## config.mk

```make
export PLATFORM = sky130hd
export DESIGN_NAME = alu_op_sequencer
export DESIGN_NICKNAME = d
export VERILOG_FILES = /design/src/rtl/alu_op_sequencer.sv
export SDC_FILE = /design/constraint.sdc
export NUM_CORES = 1
export LEC_CHECK = 0
export ABC_AREA = 1
export BUFFER_PORTS_ARGS = -buffer_cell sky130_fd_sc_hd__clkbuf_2
export CAP_MARGIN = 0
export CELL_PAD_IN_SITES_DETAIL_PLACEMENT = 0
export CELL_PAD_IN_SITES_GLOBAL_PLACEMENT = 1
export CORE_AREA = 3 3 128 130
export DETAILED_ROUTE_END_ITERATION = 6
export DIE_AREA = 0 0 131 133
export GPL_TIMING_DRIVEN = 0
export MAX_ROUTING_LAYER = met4
export PLACE_DENSITY = 0.83
export SYNTH_ARGS = -nofsm -noshare
export SYNTH_HDL_FRONTEND = slang
export SYNTH_SLANG_ARGS = --single-unit
```

## constraint.sdc

```tcl
create_clock -name clk -period 3.15 [get_ports clk]
set_input_delay 0.63 -clock clk [delete_from_list [all_inputs] [get_ports clk]]
set_output_delay 0.63 -clock clk [all_outputs]
set_load 0.02 [all_outputs]
```

## src/rtl/alu_op_sequencer.sv

```systemverilog
// Control and operand stage feeding the per-bit 8:1 result mux bank of the ALU.
// Accepts one command per transaction, holds select/operands stable for the
// function units, runs the iterative left shift for mux input 7, then captures
// the mux result and a zero flag and offers them on an output handshake.
module alu_op_sequencer #(
  parameter int WIDTH   = 32,
  parameter int SHAMT_W = 5
) (
  input  logic               clk,
  input  logic               rst_n,
  input  logic               in_valid,
  output logic               in_ready,
  input  logic [2:0]         in_op,
  input  logic [WIDTH-1:0]   in_a,
  input  logic [WIDTH-1:0]   in_b,
  input  logic [SHAMT_W-1:0] in_shamt,
  output logic [2:0]         sel,
  output logic [WIDTH-1:0]   opa_q,
  output logic [WIDTH-1:0]   opb_q,
  output logic [WIDTH-1:0]   shift_q,
  input  logic [WIDTH-1:0]   alu_res,
  output logic               out_valid,
  input  logic               out_ready,
  output logic [WIDTH-1:0]   result,
  output logic               zero
);

  localparam logic [2:0] OP_SLL = 3'b111;

  typedef enum logic [1:0] {
    IDLE,
    SHIFT,
    EXEC,
    DONE
  } state_t;

  state_t             state;
  state_t             state_nxt;
  logic [SHAMT_W-1:0] cnt;
  logic               accept;

  // State register; reset abandons any transaction in flight.
  always_ff @(posedge clk or negedge rst_n) begin
    if (!rst_n) begin
      state <= IDLE;
    end else begin
      state <= state_nxt;
    end
  end

  // Next-state and handshake decode; only IDLE accepts, only DONE presents.
  always_comb begin
    state_nxt = state;
    in_ready  = 1'b0;
    out_valid = 1'b0;
    accept    = 1'b0;
    case (state)
      IDLE: begin
        in_ready = 1'b1;
        if (in_valid) begin
          accept = 1'b1;
          if (in_op == OP_SLL && in_shamt != '0) begin
            state_nxt = SHIFT;
          end else begin
            state_nxt = EXEC;
          end
        end
      end
      SHIFT: begin
        if (cnt == SHAMT_W'(1)) begin
          state_nxt = EXEC;
        end
      end
      EXEC: begin
        state_nxt = DONE;
      end
      DONE: begin
        out_valid = 1'b1;
        if (out_ready) begin
          state_nxt = IDLE;
        end
      end
      default: begin
        state_nxt = IDLE;
      end
    endcase
  end

  // Select and operands are latched at accept and held until the next accept.
  always_ff @(posedge clk or negedge rst_n) begin
    if (!rst_n) begin
      sel   <= '0;
      opa_q <= '0;
      opb_q <= '0;
    end else if (accept) begin
      sel   <= in_op;
      opa_q <= in_a;
      opb_q <= in_b;
    end
  end

  // Iterative shifter: loads A at accept, then one zero-filled step per SHIFT cycle.
  always_ff @(posedge clk or negedge rst_n) begin
    if (!rst_n) begin
      shift_q <= '0;
      cnt     <= '0;
    end else if (accept) begin
      shift_q <= in_a;
      cnt     <= in_shamt;
    end else if (state == SHIFT) begin
      shift_q <= shift_q << 1;
      cnt     <= cnt - SHAMT_W'(1);
    end
  end

  // Capture the mux bank output in EXEC, when select and operands have settled.
  always_ff @(posedge clk or negedge rst_n) begin
    if (!rst_n) begin
      result <= '0;
      zero   <= 1'b0;
    end else if (state == EXEC) begin
      result <= alu_res;
      zero   <= (alu_res == '0);
    end
  end

endmodule
```

==> metrics <==
largest net degree at the start of global routing=73; asr flop ratio synth=1.00; TritonCTS buffer count=17; TNS Setup=0 ns; dominant cells by area after synthesis=dfrtp_1 (61%), nand2_1 (19%), o21ai_0 (4.2%); Max-slew headroom=0.609; cell count after synthesis=652; Sequential Power Share=0.343; most frequent cell after synthesis=nand2_1; final WL=16.2 mm; hpwl dp=12.4 mm; final hold viol count=0; Row Count=45; clock root buffer=clkbuf_16; dpl cell area=7190 sq um; Area growth, synth to finish=37.1%; Starting Density=0.372; peak supply drop=0.000454 V; Residual DRC=0; final worst slack=1.12 ns; PnR Total Power=9.33 mW; Final Slew Violations=0; Int Power=5.29 mW; drt wl/cell=14.3 um; top cell type's share of synthesized area=0.612; vias in the first global route=5027; n_diodes=0; mapped cell area=5680 sq um; port buffer count=241; Top FF cell, synth=dfrtp_1; WHS=0.222 ns; I/O pins=242; clk_skew=0.00935 ns; total track usage=0.192; fmax=492 MHz; Cell Pwr Density=1200 nW/um^2; Commonest cells post-synth=nand2_1 (284), dfrtp_1 (139), nor2_1 (49), o21ai_0 (48), inv_1 (34); CP max FO=4; Fillers=1527; drt via density=4.44; clock latency on the worst-skew pair=0.42 ns; die height=133 um; Post-synth EDFFs=0; fin area=7790 sq um; CTS max path bufs=2; status=finished clean; critical path type=register to primary output; clk slew on worst S/H paths=0.06 ns; Worst Max-Slew Pin Slew=0.586 ns; die area=17400 sq um; clock sinks=139; TritonRoute pass-1 iters=4; Post-Place Setup Slack=1.53 ns; fin nets=1028; placer's final routability congestion estimate=0.808; Leak=4.39 nW; global-route wire length before repair=25.4 mm; CTS H-tree lvls=4; antenna violations before repair=0; Synth area leader=dfrtp_1; MaxCap Viol Count=0; initial DRC count=198; DP Cell Count=1105; core area=15300 sq um; Arr. time, crit path=1.40 ns; Worst Hold Class=input pin to async pin; Synth cell types=21; fraction of layout cells with a size suffix above 1=0.320; Final Util=0.511; Sw Pwr=4.04 mW; post-synthesis net count=767; PostCTS Resize Cnt=0; DR vias=5050; sequential area share after synthesis=0.612; Mapped Avg Cell Area=8.71 sq um; Finished Layout Cells=1137; Setup Viol. Count Final=0; startpoint types=register; setup repair bufs after CTS=0; Yosys warnings=0; final clock period utilization by the worst path=0.646; Clk network pwr share=0.219; Remaining Overflow, GRT=0; CTS tree=yes; combinational share of power=0.438; CP required=2.52 ns; number of hold buffers added after cts=0; switching share of power=0.433; Die Wd=131 um; Synth Register Bits=139; Setup crit end kind=primary output; remaining antenna violation count=0; RSZ-0062 raised after global routing=no; Period minus WS final=2.03 ns
[state kept, by name, summed over array words and instances (netlist names)]
signal,flops
cnt,5
opa_q,32
opb_q,32
result,32
sel,3
shift_q,32
state,2
zero,1
[worst paths after layout]
| path | depth (start not counted) | end | start | slack (ns) |
|---|---|---|---|---|
| max | 3 | in_ready | state[1] | 1.12 |
| min | 1 | opa_q[15] | rst_n | 0.22 |
| max reg2reg | 6 | shift_q[17] | state[0] | 1.51 |
| min reg2reg | 2 | opa_q[2] | opa_q[2] | 0.47 |
| max in group asynchronous | 2 | cnt[1] | rst_n | 2.19 |
| min in group clk | 3 | opb_q[4] | in_b[4] | 0.41 |
[cell families (layout without fill, tap and decap cells)]
logic type / Yosys count / count (layout) / synth area share
fa+ha+maj: 7 / 7 / 0.0154
compound gates: 89 / 89 / 0.0802
xor+xnor: 3 / 3 / 0.00463
simple gates: 347 / 347 / 0.235
buf+inv: 67 / 341 / 0.0522
flops: 139 / 139 / 0.612
[final cells by class]
cell class,instances,area [sq um],share of cell area
Sequential cell,139,3480,0.447
Multi-Input combinational cell,446,1910,0.245
Timing Repair Buffer,242,1240,0.159
Clock buffer,22,464,0.0596
Tap cell,211,264,0.0339
Buffer,30,156,0.0201
Inverter,37,140,0.0180
Clock inverter,10,139,0.0178
[power by group through the flow]
| stage | Sequential [mW] | Combinational, mW | Clock, mW |
|---|---|---|---|
| final | 3.20 | 4.09 | 2.04 |
| after global routing | 3.32 | 4.54 | 2.18 |
| after CTS | 3.21 | 4.16 | 2.09 |
| after floorplan | 4.17 | 1.62 | 0 |
| after global placement | 3.20 | 4.11 | 0 |
| after detailed placement | 3.22 | 4.16 | 0 |
[per-layer routing]
| metal | global-route usage | up-vias | wire (um) |
|---|---|---|---|
| met5 | - | - | 0 |
| met4 | 0.0469 | 0 | 156 |
| met3 | 0.0670 | 12 | 1330 |
| met2 | 0.295 | 184 | 7430 |
| met1 | 0.243 | 2292 | 7290 |
| li1 | - | 2562 | - |
[worst max-delay path, cell delays in order (launching register included)]
cell	delay (ns)
dfrtp_1	0.42
inv_1	0.13
ha_1	0.24
clkbuf_2	0.21
[layout by cell type (no fill, tap or decap), types with 3 or more instances in the layout]
cell / count
nand2_1: 284
clkbuf_2: 240
dfrtp_1: 139
nor2_1: 49
o21ai_0: 48
inv_1: 34
a21oi_1: 32
clkbuf_16: 17
buf_2: 14
clkbuf_1: 13
nand3_1: 9
ha_1: 7
o21ai_1: 6
buf_4: 5
clkinv_2: 4
nand4_1: 3
bufinv_16: 3
clkbuf_8: 3
Power figures use the tool's default switching activity.
